<file path="config.mk">
export PLATFORM = sky130hd
export DESIGN_NAME = box_raster_engine
export DESIGN_NICKNAME = d
export VERILOG_FILES = /design/src/rtl/box_raster_engine.sv
export SDC_FILE = /design/constraint.sdc
export NUM_CORES = 1
export LEC_CHECK = 0
export CAP_MARGIN = 40
export CORE_MARGIN = 4
export CORE_UTILIZATION = 45
export CTS_BUF_LIST = sky130_fd_sc_hd__clkbuf_2 sky130_fd_sc_hd__clkbuf_4 sky130_fd_sc_hd__clkbuf_8
export DETAILED_ROUTE_END_ITERATION = 8
export PLACE_DENSITY = 0.68
export RECOVER_POWER = 25
export SLEW_MARGIN = 40
export SYNTH_ARGS = -nofsm -noshare
export SYNTH_HDL_FRONTEND = slang
export SYNTH_SLANG_ARGS = --single-unit
</file>
<file path="constraint.sdc">
create_clock -name iClock -period 3.4 [get_ports iClock]
set_clock_uncertainty 0.15 [all_clocks]
set_input_delay 0.68 -clock iClock [delete_from_list [all_inputs] [get_ports iClock]]
set_output_delay 0.68 -clock iClock [all_outputs]
set_load 0.05 [all_outputs]
</file>
<file path="src/rtl/box_raster_engine.sv">
// Box raster engine: streams one VGA pixel per clock for a captured rectangle.
// Ports: iClock/iResetn, request (iGo,iErase,iColour,iX,iY,iXDim,iYDim), VGA (oX,oY,oColour,oPlot), status (oDone,oBusy).
module box_raster_engine #(
  parameter int X_SCREEN_PIXELS = 160,
  parameter int Y_SCREEN_PIXELS = 120,
  parameter logic [5:0] ERASE_COLOUR = 6'd0
) (
  input  logic       iClock,
  input  logic       iResetn,
  input  logic       iGo,
  input  logic       iErase,
  input  logic [5:0] iColour,
  input  logic [7:0] iX,
  input  logic [6:0] iY,
  input  logic [7:0] iXDim,
  input  logic [7:0] iYDim,
  output logic [7:0] oX,
  output logic [6:0] oY,
  output logic [5:0] oColour,
  output logic       oPlot,
  output logic       oDone,
  output logic       oBusy
);

  localparam logic [8:0] XLIM = 9'(X_SCREEN_PIXELS);
  localparam logic [8:0] YLIM = 9'(Y_SCREEN_PIXELS);

  typedef enum logic [1:0] {
    IDLE = 2'd0,
    PLOT = 2'd1,
    DONE = 2'd2
  } state_t;

  state_t     state;
  logic [7:0] bx;
  logic [6:0] by;
  logic [7:0] w;
  logic [7:0] h;
  logic [5:0] col;
  logic [7:0] xo;
  logic [7:0] yo;

  logic       x_last;
  logic       y_last;
  logic [8:0] sx;
  logic [8:0] sy;

  assign x_last = (xo == w - 8'd1);
  assign y_last = (yo == h - 8'd1);

  // Full 9-bit sums so clipped pixels never wrap back on screen.
  assign sx = {1'b0, bx} + {1'b0, xo};
  assign sy = {2'b0, by} + {1'b0, yo};

  always_ff @(posedge iClock) begin
    if (!iResetn) begin
      state <= IDLE;
      bx    <= '0;
      by    <= '0;
      w     <= '0;
      h     <= '0;
      col   <= '0;
      xo    <= '0;
      yo    <= '0;
    end else begin
      unique case (state)
        IDLE: begin
          if (iGo) begin
            bx  <= iX;
            by  <= iY;
            w   <= iXDim;
            h   <= iYDim;
            col <= iErase ? ERASE_COLOUR : iColour;
            xo  <= '0;
            yo  <= '0;
            if (iXDim == 8'd0 || iYDim == 8'd0)
              state <= DONE;
            else
              state <= PLOT;
          end
        end
        PLOT: begin
          if (x_last) begin
            xo <= '0;
            yo <= yo + 8'd1;
          end else begin
            xo <= xo + 8'd1;
          end
          // Completion beats an abort on the same edge.
          if (x_last && y_last)
            state <= DONE;
          else if (!iGo)
            state <= IDLE;
        end
        DONE: state <= IDLE;
        default: state <= IDLE;
      endcase
    end
  end

  assign oX      = sx[7:0];
  assign oY      = sy[6:0];
  assign oColour = col;
  assign oBusy   = (state == PLOT);
  assign oDone   = (state == DONE);
  assign oPlot   = (state == PLOT) && (sx < XLIM) && (sy < YLIM);

endmodule

</file>
==> metrics <==
Worst setup EP type=primary output; maximum vdd drop=0.0001847 V; Clk Latency, worst-skew pair=310 ps; Crit path required time=2570 ps; gpl congestion=0.8123; number of global-route vias before repair=3188; Hold WC Path Type=flip-flop to flip-flop; Mapped Nets=497; Tmin final=3478 ps; Die Height=95.38 um; commonest non-fill, non-tap cell in the layout=nand2_1; failing checks=max-capacitance violations, max-slew violations, negative setup slack; pins over their slew limit=38; layout cells sized above 1=9.163%; Mean Syn Cell Area=7.898 um^2; Power Density=325.1 nW/um^2; via count=3247; Hold Vio Cnt, Final=0; GRT Residual Overflow=0; Critical Path Slowest Stage Cell=dfxtp_4; Total Routed Length=8497 um; Die ar.=9097 um^2; DIE WIDTH=95.38 um; most frequent cells in the layout=nand2_1, clkdlybuf4s50_1, dfxtp_1, a21boi_0, nor2_1; WS Path Type=flip-flop to primary output; worst-margin pin slew=1731 ps; CTS Hold Bufs=0; Root Driver=clkbuf_8; Top delay family on crit path=compound AO/OA/AOI/OAI gates; Mapped Area=3436 um^2; post-route setup slack=-77.75 ps; core footprint=7331 um^2; WP data arrival=2650 ps; IO Port Bufs=64; fmax=287.5 MHz; post-route DRC violation count=0; final total power=0.001441 W; crit-path cells=ha_4 -> inv_2 -> fa_2 -> nor2b_2 -> o31a_1 -> nor4_1 -> a311o_2 -> nor4b_4 -> a2111oi_4 -> buf_12; Post-synth top flop=dfxtp_1; largest net degree at the start of global routing=38; Tcrit/Tclk final=102.3%; number of CTS-inserted buffers=5; Worst setup SP type=flip-flop; DP Cell Count=589; wire per inst=14.14 um; Setup WS pre-CTS=191.6 ps; first-pass GRT wire length=14330 um; htree depth=2; CTS tree=built; DRT iter0 DRCs=196; final instance area=4433 um^2; synth unique cells=53; vias per cell=5.403; CTS clk-pin slew, worst paths=100 ps; Non-Filler Instances=601; total track usage=19.45%; Synth Register Bits=55; Post-synth EDFFs=0; initial antenna violation count=0; Longest Clk Path Bufs=2; synth-to-layout area growth=29.02%; FFs w/ async S/R, synth=0%; Crit Path Max Fanout=2; Cell Area, Placed=4269 um^2; yosys warns=0; critical path's largest stage delay=380 ps; sequential share of the synthesized area=32.05%; Gate Count Post-Synth=435; RSZ-0062 raised after global routing=true; Initial Util=46.87%; ANT nets after route=0; relative max-transition margin=-15.39%; final setup fails=1; max-cap violation count=1; Fin Setup TNS=-77.75 ps; drt pass-1 iters=5; status=finished, violations left; Post-DP HPWL=6395 um; io pins=65; Leak=1.625 nW; Ant. Diodes=0; Nets=564; CP bufs+invs=2; FP Rows=31; Sink Count=55
## registers in the layout, summed over array words and instances, names as in the netlist
register and count:
oColour 6, yo 8, xo 8, by 7
h 8, w 8, bx 8, state 2
## power by group
part / switching, W / internal, W
Sequential: 0.0000235 / 0.000668
Combinational: 0.000174 / 0.000144
Clock: 0.000207 / 0.000224
Total: 0.000405 / 0.00104
## kinds of logic (layout without fill, tap and decap cells)
family,after synthesis,in the layout,share of synthesized area [%]
multiplexers,2,2,0.5827
AND/OR/NAND/NOR,184,184,25.60
flip-flops,55,55,32.05
AO/OA/AOI/OAI,110,110,22.80
buffers and inverters,37,104,4.260
XOR/XNOR,26,26,6.628
adder cells (fa/ha/maj),21,21,8.085
## Yosys cell counts, types with 2 or more instances
master / count / area, um^2
nand2_1: 89 / 334.1
dfxtp_1: 55 / 1101
a21boi_0: 39 / 292.8
nor2_1: 23 / 86.33
ha_1: 19 / 237.7
inv_1: 18 / 67.56
nand3_1: 18 / 90.09
o21ai_0: 17 / 85.08
xnor2_1: 16 / 140.1
a21oi_1: 15 / 75.07
clkbuf_1: 13 / 48.80
xor2_1: 10 / 87.58
nand3b_1: 7 / 52.55
o21a_1: 7 / 52.55
nor4_1: 6 / 37.54
nor2b_1: 5 / 31.28
nor3_1: 5 / 25.02
or3_1: 5 / 31.28
or4_1: 5 / 37.54
a211oi_1: 4 / 30.03
and2_1: 4 / 25.02
buf_1: 4 / 15.01
nand4_1: 4 / 25.02
o211ai_1: 4 / 30.03
nand2b_1: 3 / 18.77
o31ai_1: 3 / 22.52
a2111o_1: 2 / 22.52
a2111oi_0: 2 / 17.52
a21o_1: 2 / 15.01
a311o_1: 2 / 20.02
and3_1: 2 / 12.51
fa_1: 2 / 40.04
mux2i_1: 2 / 20.02
nor3b_1: 2 / 15.01
o31a_1: 2 / 17.52
or4b_1: 2 / 20.02
## path summary, 6_finish.rpt
| path | start | endpoint | slack [ps] | cells after the start |
|---|---|---|---|---|
| worst max-delay path | yo[0]$_SDFFE_PN0P_ | oPlot | -80 | 10 |
| worst min-delay path | oColour[0]$_SDFFE_PN0P_ | oColour[0]$_SDFFE_PN0P_ | 310 | 2 |
| worst max register to register | w[2]$_SDFFE_PN0P_ | yo[6]$_SDFFE_PN0P_ | 590 | 6 |
| worst min register to register | oColour[0]$_SDFFE_PN0P_ | oColour[0]$_SDFFE_PN0P_ | 310 | 2 |
## routing by layer
| metal | global-route usage, % | vias up | wire, um |
|---|---|---|---|
| met4 | 5.924 | 0 | 91 |
| li1 | - | 1670 | - |
| met1 | 24.24 | 1489 | 3956 |
| met2 | 34.29 | 78 | 4023 |
| met3 | 3.157 | 10 | 425 |
| met5 | 0 | - | 0 |
## timing repair
item | in CTS | in global routing
resized for setup | 6 | 1
buffers inserted | 5 | 0
pin swaps | 8 | 1
setup endpoints to repair | 1 | 1
## worst reg2reg max path, stage by stage (launching register included)
cell      delay (ps)
dfxtp_1          400
or3_1            440
or3_1            400
a211oi_2         250
o211ai_2         360
or4_1            610
a21oi_1          150
## per-stage QoR
step                hold slack [ps]  utilization, %
global placement              297.9           58.24
CTS                           318.1           60.51
floorplan                     297.8               -
global route                  343.1           60.47
finish                        314.3           60.47
detailed placement            304.2           58.24
## area by class of cell
class	count	area (um^2)
fillers	632	2898
clock buffers	6	76.32
well taps	99	123.9
clock inverters	1	30.03
repair buffers	78	759.5
multi-input cells	343	2265
flip-flops and latches	55	1107
inverters	19	71.32
(Power assumes the default switching activity.)
